`src/rtl/sync_fifo_pkg.sv`:
```
// Shared types and helpers for the configurable synchronous FIFO.
package sync_fifo_pkg;

    // Read-mode selector values for the FWFT parameter.
    typedef enum logic {
        FIFO_STD  = 1'b0,
        FIFO_FWFT = 1'b1
    } read_mode_e;

    // Width of pointers and of the fill count: one extra bit so that
    // DEPTH itself is representable and the wrap bit separates full from empty.
    function automatic int cnt_width(input int depth);
        return $clog2(depth) + 1;
    endfunction

endpackage

```
`src/rtl/sync_fifo_ram.sv`:
```
// Storage array: one synchronous write port, one asynchronous read port.
module sync_fifo_ram #(
    parameter int WIDTH = 32,
    parameter int DEPTH = 16,
    parameter int AW    = $clog2(DEPTH)
) (
    input  logic             clk_i,
    input  logic             we_i,
    input  logic [AW-1:0]    waddr_i,
    input  logic [WIDTH-1:0] wdata_i,
    input  logic [AW-1:0]    raddr_i,
    output logic [WIDTH-1:0] rdata_o
);

    logic [WIDTH-1:0] mem [DEPTH];

    // Write the addressed entry on an accepted push; no reset on storage.
    always_ff @(posedge clk_i) begin
        if (we_i) begin
            mem[waddr_i] <= wdata_i;
        end
    end

    assign rdata_o = mem[raddr_i];

endmodule

```
`src/rtl/sync_fifo_cfg.sv`:
```
// Configurable single-clock FIFO with standard or first-word-fall-through
// read mode, fill count, almost-full/almost-empty flags.
// Optional sticky overflow/underflow flags are built when SYNC_FIFO_ERR_EN
// is defined; otherwise they read as 0 and err_clr_i is ignored.
//
// Handshake: a push is accepted when push_i && !full_o, a pop when
// pop_i && !empty_o, both judged on the state before the clock edge.
// Rejected requests change nothing except the optional error flags.
module sync_fifo_cfg
    import sync_fifo_pkg::*;
#(
    parameter int WIDTH         = 32,
    parameter int DEPTH         = 16,
    parameter int FWFT          = 0,
    parameter int AFULL_THRESH  = DEPTH - 2,
    parameter int AEMPTY_THRESH = 1
) (
    input  logic                          clk_i,
    input  logic                          rst_ni,
    input  logic                          push_i,
    output logic                          full_o,
    input  logic [WIDTH-1:0]              data_i,
    input  logic                          pop_i,
    output logic                          empty_o,
    output logic [WIDTH-1:0]              data_o,
    output logic [cnt_width(DEPTH)-1:0]   count_o,
    output logic                          almost_full_o,
    output logic                          almost_empty_o,
    output logic                          overflow_o,
    output logic                          underflow_o,
    input  logic                          err_clr_i
);

    localparam int AW = $clog2(DEPTH);
    localparam int PW = cnt_width(DEPTH);

    logic [PW-1:0]    wr_ptr_q, rd_ptr_q, wr_ptr_n, rd_ptr_n, count_n;
    logic             full_q, empty_q, afull_q, aempty_q;
    logic [WIDTH-1:0] data_q, data_n, rd_data;
    logic [AW-1:0]    rd_addr;
    logic             push_ok, pop_ok;

    assign push_ok = push_i && !full_q;
    assign pop_ok  = pop_i && !empty_q;

    // Next pointers and fill level; pointers wrap modulo 2*DEPTH naturally.
    always_comb begin
        wr_ptr_n = wr_ptr_q + PW'(push_ok);
        rd_ptr_n = rd_ptr_q + PW'(pop_ok);
        count_n  = wr_ptr_n - rd_ptr_n;
    end

    // FWFT looks ahead at the post-edge head; standard mode reads the
    // entry being popped right now.
    always_comb begin
        rd_addr = rd_ptr_q[AW-1:0];
        if (FWFT == int'(FIFO_FWFT)) begin
            rd_addr = rd_ptr_n[AW-1:0];
        end
    end

    sync_fifo_ram #(
        .WIDTH (WIDTH),
        .DEPTH (DEPTH),
        .AW    (AW)
    ) u_ram (
        .clk_i   (clk_i),
        .we_i    (push_ok),
        .waddr_i (wr_ptr_q[AW-1:0]),
        .wdata_i (data_i),
        .raddr_i (rd_addr),
        .rdata_o (rd_data)
    );

    // Output word selection. In FWFT mode, if the post-edge head is the word
    // being written on this same edge, bypass the array and take data_i.
    always_comb begin
        data_n = data_q;
        if (FWFT == int'(FIFO_FWFT)) begin
            if (count_n != '0) begin
                data_n = (rd_ptr_n == wr_ptr_q) ? data_i : rd_data;
            end
        end else if (pop_ok) begin
            data_n = rd_data;
        end
    end

    // Pointers, registered flags and output word.
    always_ff @(posedge clk_i) begin
        if (!rst_ni) begin
            wr_ptr_q <= '0;
            rd_ptr_q <= '0;
            full_q   <= 1'b0;
            empty_q  <= 1'b1;
            afull_q  <= 1'b0;
            aempty_q <= 1'b1;
            data_q   <= '0;
        end else begin
            wr_ptr_q <= wr_ptr_n;
            rd_ptr_q <= rd_ptr_n;
            full_q   <= (wr_ptr_n[AW-1:0] == rd_ptr_n[AW-1:0]) &&
                        (wr_ptr_n[AW] != rd_ptr_n[AW]);
            empty_q  <= (wr_ptr_n == rd_ptr_n);
            afull_q  <= (count_n >= PW'(AFULL_THRESH));
            aempty_q <= (count_n <= PW'(AEMPTY_THRESH));
            data_q   <= data_n;
        end
    end

    assign full_o         = full_q;
    assign empty_o        = empty_q;
    assign almost_full_o  = afull_q;
    assign almost_empty_o = aempty_q;
    assign count_o        = wr_ptr_q - rd_ptr_q;
    assign data_o         = data_q;

`ifdef SYNC_FIFO_ERR_EN
    logic ovf_q, unf_q;

    // Sticky error flags; a clear on the same edge beats a new event.
    always_ff @(posedge clk_i) begin
        if (!rst_ni) begin
            ovf_q <= 1'b0;
            unf_q <= 1'b0;
        end else if (err_clr_i) begin
            ovf_q <= 1'b0;
            unf_q <= 1'b0;
        end else begin
            if (push_i && !push_ok) ovf_q <= 1'b1;
            if (pop_i && !pop_ok)   unf_q <= 1'b1;
        end
    end

    assign overflow_o  = ovf_q;
    assign underflow_o = unf_q;
`else
    logic unused_err_clr;
    assign unused_err_clr = err_clr_i;
    assign overflow_o     = 1'b0;
    assign underflow_o    = 1'b0;
`endif

endmodule

```
`config.mk`:
```
export PLATFORM = sky130hd
export DESIGN_NAME = sync_fifo_cfg
export DESIGN_NICKNAME = d
export VERILOG_FILES = /design/src/rtl/sync_fifo_pkg.sv /design/src/rtl/sync_fifo_ram.sv /design/src/rtl/sync_fifo_cfg.sv
export SDC_FILE = /design/constraint.sdc
export NUM_CORES = 1
export LEC_CHECK = 0
export ABC_AREA = 1
export CAP_MARGIN = 20
export CORE_MARGIN = 2
export CORE_UTILIZATION = 60
export CTS_CLUSTER_SIZE = 40
export DETAILED_ROUTE_END_ITERATION = 8
export PLACE_DENSITY_LB_ADDON = 0.08
export SLEW_MARGIN = 25
export SYNTH_ARGS = -nofsm -noshare
export SYNTH_HDL_FRONTEND = slang
export SYNTH_HIERARCHICAL = 1
export SYNTH_SLANG_ARGS = --single-unit
```
`constraint.sdc`:
```
create_clock -name clk_i -period 3.9 [get_ports clk_i]
set_input_delay 0.78 -clock clk_i [delete_from_list [all_inputs] [get_ports clk_i]]
set_output_delay 0.78 -clock clk_i [all_outputs]
set_load 0.02 [all_outputs]
```
* Yosys cells after proc, flatten, opt, wreduce, memory -nomap -nowiden
Memories as Yosys holds them, arrays and structs flattened. A register that Yosys moved wholly into a read port is not among the register bits. Cells that the tools add are included.
Storage, ports and cells: bits in registers 14, RAM bits 512, output and inout bits 43, memories kept 1
Cells by class: add/sub/neg operators 4, $lt $le $gt $ge 2, equality and inequality tests 3, mux-type cells 2, reduce and logical (&&, ||, !) cells 6
Memory list:
- u_ram.mem | words 16, bits a word 32, rd ports 1, clocked after memory_dff 1, wr ports 1, line sync_fifo_ram.sv:15 | logic [WIDTH-1:0] mem [DEPTH];
Operators by type and width (count):
- $add 5x1->5 | 2
- $sub 5x5->5 | 2
- $eq 5x5->1 | 1
- $ge 5x4->1 const B | 1
- $le 5x1->1 const B | 1
- $eq 4x4->1 | 1
- $logic_and 1x1->1 | 3
- $logic_not 1->1 | 3
- $mux 1 | 2
- $ne 1x1->1 | 1

* Depth between registers and ports, before layout
Gate-level depths: netlist of run 1.
depth after elaboration 5, gate-level depth with buffers 16, mapped depth without buffers 16

* Hierarchy
The synthesis of run 1 kept the hierarchy.
Modules (own cells, without submodules):
- sync_fifo_ram | times used 1, cells an instance 2088, area an instance 22089.9 um2, seq. area each 15374.7 um2
- sync_fifo_cfg | times used 1, cells an instance 291, area an instance 2178.3 um2, seq. area each 920.9 um2

* Least setup slack after synthesis of run 1
Ideal clock, no wire load.
kind input to register, start point in push_i, end point mem u_ram.mem[12][0], enable pin, arrival 2558 ps, required time 3479 ps, path slack 920 ps, stages 4, path through inv_1 -> nor2_1 -> nand3_1 -> nor2_1
On the way: cells in the longest elaborated chain, start to end 3
Ends and longest elaborated chain:
- start, declared | line sync_fifo_cfg.sv:20 | input logic push_i,
- $logic_and 1x1->1 | line sync_fifo_cfg.sv:43 | assign push_ok = push_i && !full_q;
- named net push_ok | line sync_fifo_cfg.sv:41 | logic push_ok, pop_ok;
- $mux 1 | line sync_fifo_ram.sv:19 | if (we_i) begin
- $mux 1 (not written as such) | line sync_fifo_ram.sv:20 | mem[waddr_i] <= wdata_i;
- end, declared | line sync_fifo_ram.sv:15
The timed path passes the listed nets, and every way through them passes these cells.

* Final worst setup path of run 1
start point reg wr_ptr_q[0], end point out count_o[4]
On the way: cells in the longest elaborated chain, start to end 1
Ends and longest elaborated chain:
- start, declared | line sync_fifo_cfg.sv:37 | logic [PW-1:0] wr_ptr_q, rd_ptr_q, wr_ptr_n, rd_ptr_n, count_n;
- start signal, assigned | line sync_fifo_cfg.sv:99 | wr_ptr_q <= wr_ptr_n;
- $sub 5x5->5 | line sync_fifo_cfg.sv:114 | assign count_o = wr_ptr_q - rd_ptr_q;
- end, declared | line sync_fifo_cfg.sv:26 | output logic [cnt_width(DEPTH)-1:0] count_o,
Every way passes these cells.

==> results of run 1 <==
==> per-stage QoR <==
step	util	area (um^2)	worst slack, ns	power, mW
after detailed placement	0.642	25600	0.758	8.53
after CTS	0.686	27300	0.278	13.7
after global routing	0.686	27300	0.175	14.1
after global placement	0.642	25600	0.791	8.49
final	0.686	27300	0.294	13.6
after floorplan	-	24300	0.920	8.04
==> power by group <==
group	internal, mW	total (mW)	switching [mW]
sequential	6.66	6.72	0.0555
combinational	0.557	1.69	1.14
clock	3.01	5.18	2.17
total	10.2	13.6	3.36
==> layer usage <==
metal / up-vias / wire (um)
met5: - / 0
met4: 0 / 2010
met3: 141 / 3600
met2: 601 / 27200
met1: 7881 / 23500
li1: 7774 / -
==> logic make-up (layout without fill, tap and decap cells) <==
logic type | after synthesis | in the layout
other | 1 | 2
adder cells (fa/ha/maj) | 11 | 11
AND/OR/NAND/NOR | 1220 | 1220
buffers and inverters | 542 | 649
AO/OA/AOI/OAI | 39 | 39
XOR/XNOR | 8 | 8
flip-flops | 558 | 558
==> critical path, cell delays in order (launching register included) <==
cell and delay (ns):
dfxtp_1 0.49, inv_1 0.09, ha_1 0.24, fa_1 0.40, o21ai_0 0.21, xor2_1 0.17
clkdlybuf4s50_1 0.62
==> layout by cell type, fill, tap and decap left out, drive strengths merged <==
| cell | Yosys | layout |
|---|---|---|
| xnor2 | 3 | 3 |
| a21oi | 5 | 5 |
| dfxtp | 46 | 46 |
| fa | 2 | 2 |
| buf | 94 | 48 |
| nand2 | 718 | 718 |
| clkinv | 0 | 16 |
| inv | 425 | 426 |
| clkbuf | 23 | 76 |
| clkinvlp | 0 | 3 |
| bufinv | 0 | 5 |
| nand3b | 2 | 2 |
| nand3 | 403 | 403 |
| nand4 | 2 | 2 |
| ha | 9 | 9 |
| clkdlybuf4s50 | 0 | 75 |
| xor2 | 5 | 5 |
| o21ai | 34 | 34 |
| nor2 | 95 | 95 |
| edfxtp | 512 | 512 |
| conb | 1 | 2 |
==> Yosys cell counts, types with 3 or more instances <==
library cell,instances
buf_6,30
xnor2_1,3
nor2_1,94
buf_4,8
inv_1,422
buf_2,41
xor2_2,3
nand3_2,9
o21ai_0,34
edfxtp_1,512
dfxtp_1,46
a21oi_1,3
buf_1,14
nand2_2,5
clkbuf_1,23
ha_1,9
nand3_1,394
nand2_1,713
==> sequential cells by signal, indices dropped and copies added, names as in the netlist <==
name and flops:
data_o 32, almost_empty_o 1, empty_o 1, full_o 1
rd_ptr_q 5, u_ram/mem 512, wr_ptr_q 5, almost_full_o 1
==> worst paths after layout <==
check	startpoint	to	slack [ns]	cells past startpoint
setup / recovery	wr_ptr_q[0]$_SDFF_PN0_	count_o[4]	0.29	6
hold / removal	data_o[26]$_SDFFE_PN0P_	data_o[26]$_SDFFE_PN0P_	0.52	2
hold reg to reg	data_o[26]$_SDFFE_PN0P_	data_o[26]$_SDFFE_PN0P_	0.52	2
setup reg to reg	rd_ptr_q[1]$_SDFF_PN0_	data_o[3]$_SDFFE_PN0P_	1.02	8
==> area by class of cell <==
class | instances | area [um^2]
Clock inverter | 25 | 262
Clock buffer | 76 | 1500
Timing Repair Buffer | 123 | 1250
Sequential cell | 558 | 16300
Tap cell | 525 | 657
Inverter | 425 | 1600
Fill cell | 2994 | 12500
Multi-Input combinational cell | 1280 | 5740
==> results.py, run 1 <==
metrics = {
    "detailed_routing": {
        "viasPerCell": 5.44,
        "wirelength_mm": 56.2,
        "drc": 0,
        "drtAntennaViolNets": 0,
        "first_pass_iters": 5,
        "vias": 16400,
        "first_iter_violations": 1341,
        "wl_per_cell_um": 18.7,
    },
    "floorplan": {
        "start_util": 0.609,
        "std_cell_rows": 73,
        "die_w_um": 205,
        "dieArea_um2": 42100,
        "die_y_um": 205,
        "coreArea_um2": 39800,
        "ioPinCount": 80,
    },
    "global_routing": {
        "antenna_found_initial": 0,
        "grtUsageMet3": 0.0345,
        "overflow": 0,
        "grt_max_degree": 184,
        "grt_use_met1": 0.362,
        "track_usage": 0.273,
        "grt.busiest_layer": "met2",
        "grt_pass1_wl_mm": 86.7,
        "grt_pass1_vias": 15700,
        "grt_use_met2": 0.463,
    },
    "placed_design": {
        "port_buffers": 76,
        "place_congestion": 0.784,
        "dp.final_hpwl_mm": 30.3,
        "placed_cells": 2911,
    },
    "logic_synthesis": {
        "synthFlopType": "edfxtp_1",
        "yosys.area.top_type_share": 0.634,
        "synth-simple-area-share": 0.213,
        "synth_compound_area_frac": 0.00835,
        "synth-seq-area-share": 0.671,
        "synthCells": 2379,
        "yosysTopAreaCell": "edfxtp_1",
        "ys_top_cells_by_area": "edfxtp_1, nand2_1, nand3_1, inv_1, dfxtp_1",
        "ys_types": 28,
        "muxShareOfSynthArea": 0,
        "synth-seq-cells": 558,
        "ys_warn_count": 6,
        "synthXorXnorAreaFrac": 0.00382,
        "async_flop_share": 0,
        "syn_avg_cell_area_um2": 10.2,
        "synthesis.area_um2": 24300,
        "synth_top_family_by_area": "simple AND/OR/NAND/NOR gates",
        "synth_edf_count": 512,
        "synth_fa_ha_area_frac": 0.00629,
    },
    "cts": {
        "htreeDepth": 2,
        "clk_latency_ns": 0.60,
        "clkTransAtPathRegs_ns": 0.06,
        "ctsResizeCount": 0,
        "cts_root_buf": "clkbuf_16",
        "numCtsBuffers": 55,
        "clock-sinks": 558,
        "clock_path_buffers": 3,
        "cts_tree": "done",
        "hold_buffers": 0,
        "cts_setup_buffers": 0,
    },
    "worst_setup_path": {
        "crit_fanout": 5,
        "cp.required_ns": 3.12,
        "crit_path_end_kind": "output pin",
        "arrival_ns": 2.83,
        "critical_path_class": "flop to output pin",
        "start_kind": "flop",
    },
    "sta": {
        "rsz0062_at_grt": "false",
        "finalCritPeriodShare": 0.925,
        "final_hold_viol_count": 0,
        "setup_viol": 0,
        "slew_headroom": 0.331,
        "skew_ns": 0.0147,
        "fin_tns_setup_ns": 0,
        "finalCriticalPeriod_ns": 3.61,
        "hold_ws_ns": 0.517,
        "timing.final.max_slew_violations": 0,
        "tightest_slew_ns": 1.00,
        "fmax_ghz": 0.277,
    },
    "job": {
        "maxCapViolCount": 0,
    },
    "cells_and_area": {
        "diodes": 0,
        "area.growth.synth_to_final_pct": 12.5,
        "fin_nets": 2491,
        "fin_cells": 3012,
        "drive_gt1_frac": 0.0684,
    },
    "power_and_ir_drop": {
        "powerDensity_nw_per_um2": 498,
        "power.leakage_nw": 11.6,
        "worst_ir_drop_vdd_mv": 0.396,
    },
    "run_status": {
        "status": "finished, final reports clean",
    },
    "worst_hold_path": {
        "hp-class": "flop to flop",
    },
}
Note: power is estimated with default switching activity, not from simulation.
==> inputs of run 2 (changes only) <==
- SYNTH_HIERARCHICAL: 1 -> unset
==> run 2 against run 1 <==
Combinational power down 24%; clock power decreased by 6.9%; via count shrank 18%; hold slack gained 0.050 ns; worst setup slack got worse by 0.040 ns; power fell by 5.7%; design area is 7.5% lower; wire length down 11%; sequential power about the same; final cell count shrank 24%; sequential share of layout area grew 4.8 points; fmax down 1.1%; critical endpoint unchanged.
==> results.py, run 2 <==
metrics = {
    "power_and_ir_drop": {
        "p_total_mw": 12.8,
        "worst_ir_drop_vdd_mv": 0.422,
        "powerDensity_nw_per_um2": 507,
        "power.leakage_nw": 8.96,
    },
    "cts": {
        "cts_setup_buffers": 0,
        "clkTransAtPathRegs_ns": 0.06,
        "clock_path_buffers": 3,
        "clock-sinks": 558,
        "clk_latency_ns": 0.59,
        "ctsResizeCount": 0,
        "hold_buffers": 0,
        "cts_root_buf": "clkbuf_16",
        "cts_tree": "done",
        "numCtsBuffers": 54,
        "htreeDepth": 2,
    },
    "placed_design": {
        "placed_cells": 2190,
        "port_buffers": 76,
        "place_congestion": 0.800,
        "placedInstanceArea_um2": 23600,
        "dp.final_hpwl_mm": 25.4,
        "place_ws_ns": 0.473,
    },
    "logic_synthesis": {
        "synth-seq-area-share": 0.730,
        "synth-seq-cells": 558,
        "yosys.area.top_type_share": 0.689,
        "ys_top_cells_by_area": "edfxtp_1, dfxtp_1, nand2_1, nor2_1, mux2i_1",
        "syn_avg_cell_area_um2": 13.0,
        "ys_types": 32,
        "yosys-top-cells-count": "edfxtp_1, nand2_1, nor2_1",
        "async_flop_share": 0,
        "synthFlopType": "edfxtp_1",
        "yosysTopAreaCell": "edfxtp_1",
        "yosysMostFrequentCell": "edfxtp_1",
        "synthCells": 1711,
        "synth_edf_count": 512,
        "ys_warn_count": 0,
        "synthesis.area_um2": 22300,
    },
    "cells_and_area": {
        "top_register": "u_ram.mem",
        "drive_gt1_frac": 0.0762,
        "most-common-layout-cells": "edfxtp_1, nand2_1, nor2_1",
        "final_common_cell": "edfxtp_1",
        "largest_register_ffs": 512,
        "final_util": 0.690,
        "fin_cells": 2293,
        "final_area_um2": 25300,
        "fin_nets": 1827,
        "area.growth.synth_to_final_pct": 13.1,
    },
    "detailed_routing": {
        "vias": 13500,
        "viasPerCell": 5.90,
        "first_pass_iters": 5,
        "wl_per_cell_um": 21.8,
        "wirelength_mm": 50.0,
        "drtAntennaViolNets": 0,
        "drc": 0,
        "first_iter_violations": 1231,
    },
    "sta": {
        "rsz0062_at_grt": "false",
        "tightest_slew_ns": 0.964,
        "hold_ws_ns": 0.566,
        "finalCriticalPeriod_ns": 3.65,
        "timing.final.ws_setup_ns": 0.254,
        "skew_ns": 0.0145,
        "slew_headroom": 0.357,
        "setup_viol": 0,
        "fin_tns_setup_ns": 0,
        "finalCritPeriodShare": 0.935,
        "timing.final.max_slew_violations": 0,
        "final_hold_viol_count": 0,
        "fmax_ghz": 0.274,
    },
    "global_routing": {
        "antenna_found_initial": 0,
        "grt_max_degree": 206,
        "track_usage": 0.264,
        "grt_pass1_vias": 13300,
        "overflow": 0,
        "grt_pass1_wl_mm": 76.5,
    },
    "worst_setup_path": {
        "crit_path_end_kind": "output pin",
        "arrival_ns": 2.87,
        "crit_fanout": 4,
        "critical_path_class": "flop to output pin",
        "start_kind": "flop",
        "cp.required_ns": 3.12,
        "worstRegToRegCells": 11,
    },
    "floorplan": {
        "die_y_um": 197,
        "coreArea_um2": 36600,
        "std_cell_rows": 70,
        "dieArea_um2": 38800,
        "ioPinCount": 80,
        "start_util": 0.610,
        "die_w_um": 197,
    },
    "run_status": {
        "status": "finished, final reports clean",
    },
    "worst_hold_path": {
        "holdPathStages": 4,
        "hp-class": "flop to flop",
    },
    "job": {
        "maxCapViolCount": 0,
    },
}
-- run 2: changes by cell type in the layout (fill, tap and decap cells not counted), moves of 21 or more --
| cell | before | now |
|---|---|---|
| a21oi_1 | 3 | 69 |
| nand2_1 | 713 | 225 |
| a211oi_1 | 0 | 32 |
| nor2_1 | 78 | 175 |
| o21ai_0 | 34 | 71 |
| mux2i_1 | 0 | 63 |
| nand3_1 | 394 | 50 |
| a21boi_0 | 0 | 44 |
| o21ai_1 | 0 | 61 |
| a21boi_1 | 0 | 21 |
| inv_1 | 420 | 95 |
| o22ai_1 | 0 | 96 |
-- run 2: final timing paths --
| check | from | to | slack, ns |
|---|---|---|---|
| min | data_o[17]$_SDFFE_PN0P_ | data_o[17]$_SDFFE_PN0P_ | 0.57 |
| min reg2reg | data_o[17]$_SDFFE_PN0P_ | data_o[17]$_SDFFE_PN0P_ | 0.57 |
| max | wr_ptr_q[0]$_SDFF_PN0_ | count_o[4] | 0.25 |
| max reg2reg | rd_ptr_q[0]$_SDFF_PN0_ | data_o[22]$_SDFFE_PN0P_ | 0.84 |
-- run 2: kinds of logic after synthesis --
kind of cell / Yosys count / share of synthesized area
adders and majority gates: 11 / 0.00684
xor gates and xnor gates: 9 / 0.00353
other: 1 / 0.000168
AOI/OAI and AO/OA: 395 / 0.105
and+or+nand+nor: 471 / 0.0823
muxes: 63 / 0.0283
DFF: 558 / 0.730
buffers and inverters: 203 / 0.0439
-- run 2: worst max-delay path, cell delays in order (launching register included) --
cell and delay (ns):
dfxtp_1 0.39, inv_1 0.09, ha_1 0.22, fa_1 0.42
o21ai_0 0.31, xor2_1 0.22, clkdlybuf4s50_1 0.64
-- run 2: cell type report --
| class | count | area, um^2 |
|---|---|---|
| flip-flops and latches | 558 | 16300 |
| fillers | 2582 | 11400 |
| multi-input cells | 951 | 5180 |
| clock buffers | 71 | 1440 |
| repair buffers | 116 | 1180 |
| well taps | 468 | 586 |
| inverters | 98 | 374 |
| clock inverters | 30 | 190 |
| diodes | 1 | 2.50 |
-- run 2: report_power, final --
part	switching (mW)	internal, mW
Clock	2.10	2.72
Sequential	0.0474	6.66
Combinational	0.832	0.459
Total	2.98	9.83
-- run 2: layer usage --
layer / vias to the layer above / global-route usage / part of all wire
met5: - / 0 / 0
met1: 6719 / 0.359 / 0.43
li1: 6316 / - / -
met4: 0 / 0.0796 / 0.023
met2: 409 / 0.440 / 0.48
met3: 77 / 0.0460 / 0.058
==> inputs of run 3 (changes only) <==
- CAP_MARGIN: 20 -> unset
- CORE_ASPECT_RATIO: unset -> 1.25
- SYNTH_HIERARCHICAL: unset -> 1
==> run 3 against run 2 <==
Register-to-register slack improved by 0.10 ns; worst setup slack improved by 0.12 ns; core utilization decreased by 1.2 points; count of clock-buffer cells in the layout increased by 3; design area increased by 7.4%; largest cell class unchanged.
==> results.py, run 3 (synthesis gave the netlist of run 1 again) <==
metrics = {
    "cts": {
        "ctsResizeCount": 0,
        "numCtsBuffers": 53,
        "hold_buffers": 0,
        "clock_path_buffers": 3,
        "clkTransAtPathRegs_ns": 0.06,
        "cts_tree": "done",
        "clock-sinks": 558,
        "cts_root_buf": "clkbuf_16",
        "cts_setup_buffers": 0,
        "htreeDepth": 2,
        "clk_latency_ns": 0.60,
    },
    "detailed_routing": {
        "viasPerCell": 5.43,
        "wl_met2_mm": 27.9,
        "first_pass_iters": 6,
        "vias": 16200,
        "wl_met1_mm": 22.6,
        "first_iter_violations": 1602,
        "drc": 0,
        "drtAntennaViolNets": 0,
        "wl_per_cell_um": 18.6,
        "wirelength_mm": 55.4,
        "top_layer": "met4",
        "wl_met3_mm": 3.65,
    },
    "floorplan": {
        "std_cell_rows": 82,
        "dieArea_um2": 42100,
        "start_util": 0.607,
        "die_w_um": 184,
        "coreArea_um2": 40000,
        "die_y_um": 229,
        "ioPinCount": 80,
    },
    "worst_setup_path": {
        "crit_fanout": 9,
        "cp.buffers_inverters": 2,
        "cpPeakStageDelay_ns": 0.61,
        "critical-path-top-delay-family": "buffers and inverters",
        "worstPathCellList": "inv_1, fa_1, o21ai_0, xor2_1, clkdlybuf4s50_1",
        "arrival_ns": 2.74,
        "cp.required_ns": 3.12,
        "crit_path_end_kind": "output pin",
        "cp_slowest_cell": "clkdlybuf4s50_1",
        "start_kind": "flop",
        "critical_path_class": "flop to output pin",
    },
    "power_and_ir_drop": {
        "power.leakage_nw": 11.5,
        "p_seq_frac": 0.503,
        "powerDensity_nw_per_um2": 493,
        "intPower_mw": 10.1,
        "p_total_mw": 13.4,
        "p_switching_mw": 3.29,
        "p_sw_frac": 0.246,
        "clkPwrFrac": 0.372,
        "worst_ir_drop_vdd_mv": 0.402,
        "comb_power_share": 0.125,
    },
    "placed_design": {
        "place_congestion": 0.795,
        "dp.final_hpwl_mm": 29.2,
        "placed_cells": 2887,
        "place_ws_ns": 0.552,
        "port_buffers": 76,
    },
    "global_routing": {
        "grt_pass1_wl_mm": 86.1,
        "grt_max_degree": 98,
        "track_usage": 0.269,
        "grt_pass1_vias": 15600,
        "antenna_found_initial": 0,
        "overflow": 0,
    },
    "job": {
        "maxCapViolCount": 0,
    },
    "sta": {
        "tightest_slew_ns": 1.06,
        "finalCritPeriodShare": 0.903,
        "fin_tns_setup_ns": 0,
        "timing.final.max_slew_violations": 0,
        "skew_ns": 0.0218,
        "finalCriticalPeriod_ns": 3.52,
        "setup_viol": 0,
        "fmax_ghz": 0.284,
        "timing.final.ws_setup_ns": 0.378,
        "slew_headroom": 0.293,
        "final_hold_viol_count": 0,
        "rsz0062_at_grt": "false",
    },
    "cells_and_area": {
        "diodes": 0,
        "largest_register_ffs": 512,
        "top_register": "u_ram/mem",
        "drive_gt1_frac": 0.0661,
        "final_util": 0.678,
        "most-common-layout-cells": "nand2_1, edfxtp_1, inv_1",
        "final_common_cell": "nand2_1",
        "fin_cells": 2984,
        "fin_nets": 2486,
        "area.growth.synth_to_final_pct": 11.8,
    },
    "worst_hold_path": {
        "hp-class": "flop to flop",
    },
    "run_status": {
        "status": "finished, final reports clean",
    },
}
[run 3: changes by cell type in the layout (fill, tap and decap cells not counted), moves of 9 or more]
cell      delta
o21ai_1     -61
nand3_2      +9
o21ai_0     -37
a21boi_1    -21
nand2_1    +488
o22ai_1     -96
nand3_1    +344
a21boi_0    -44
mux2i_1     -63
a211oi_1    -32
nor2_1      -97
a21oi_1     -66
inv_1      +325
[run 3: worst paths after layout]
check                     startpoint  cells after the start                  endpoint  slack (ns)
max           wr_ptr_q[1]$_SDFF_PN0_                      5                count_o[4]        0.38
min          data_o[16]$_SDFFE_PN0P_                      2   data_o[16]$_SDFFE_PN0P_        0.51
max reg2reg   rd_ptr_q[0]$_SDFF_PN0_                     14  almost_full_o$_SDFF_PN0_        0.94
min reg2reg  data_o[16]$_SDFFE_PN0P_                      2   data_o[16]$_SDFFE_PN0P_        0.51
[run 3: stage by stage]
step           area, um^2  hold slack [ns]
2_1_floorplan       24300            0.574
4_1_cts             27100            0.516
3_5_place_dp        25400            0.496
6_report            27100            0.510
5_1_grt             27100            0.558
3_3_place_gp        25400            0.493
[run 3: layout make-up]
cell class	count	area [um^2]
flip-flops and latches	558	16300
fillers	2967	12900
multi-input cells	1280	5740
inverters	425	1610
clock buffers	74	1490
repair buffers	120	1160
well taps	504	631
clock inverters	23	206
[run 3: power by group through the flow]
stage          clock, mW  combinational [mW]  sequential, mW
3_5_place_dp           0                1.67            6.84
3_3_place_gp           0                1.64            6.84
6_report            4.98                1.67            6.72
5_1_grt             5.30                1.87            6.73
2_1_floorplan          0                1.13            6.91
4_1_cts             5.05                1.68            6.72
[run 3: tightest hold or removal path: cells and delay by family (launching register included)]
kind | cells | cell delay (ns)
flip-flops | 1 | 0.32
AO/OA/AOI/OAI | 1 | 0.08
AND/OR/NAND/NOR | 1 | 0.07
[run 3: per-layer routing]
metal | up-vias | global-route usage
met5 | - | 0
met4 | 0 | 0.0840
met3 | 104 | 0.0365
met2 | 588 | 0.463
met1 | 7751 | 0.357
li1 | 7752 | -
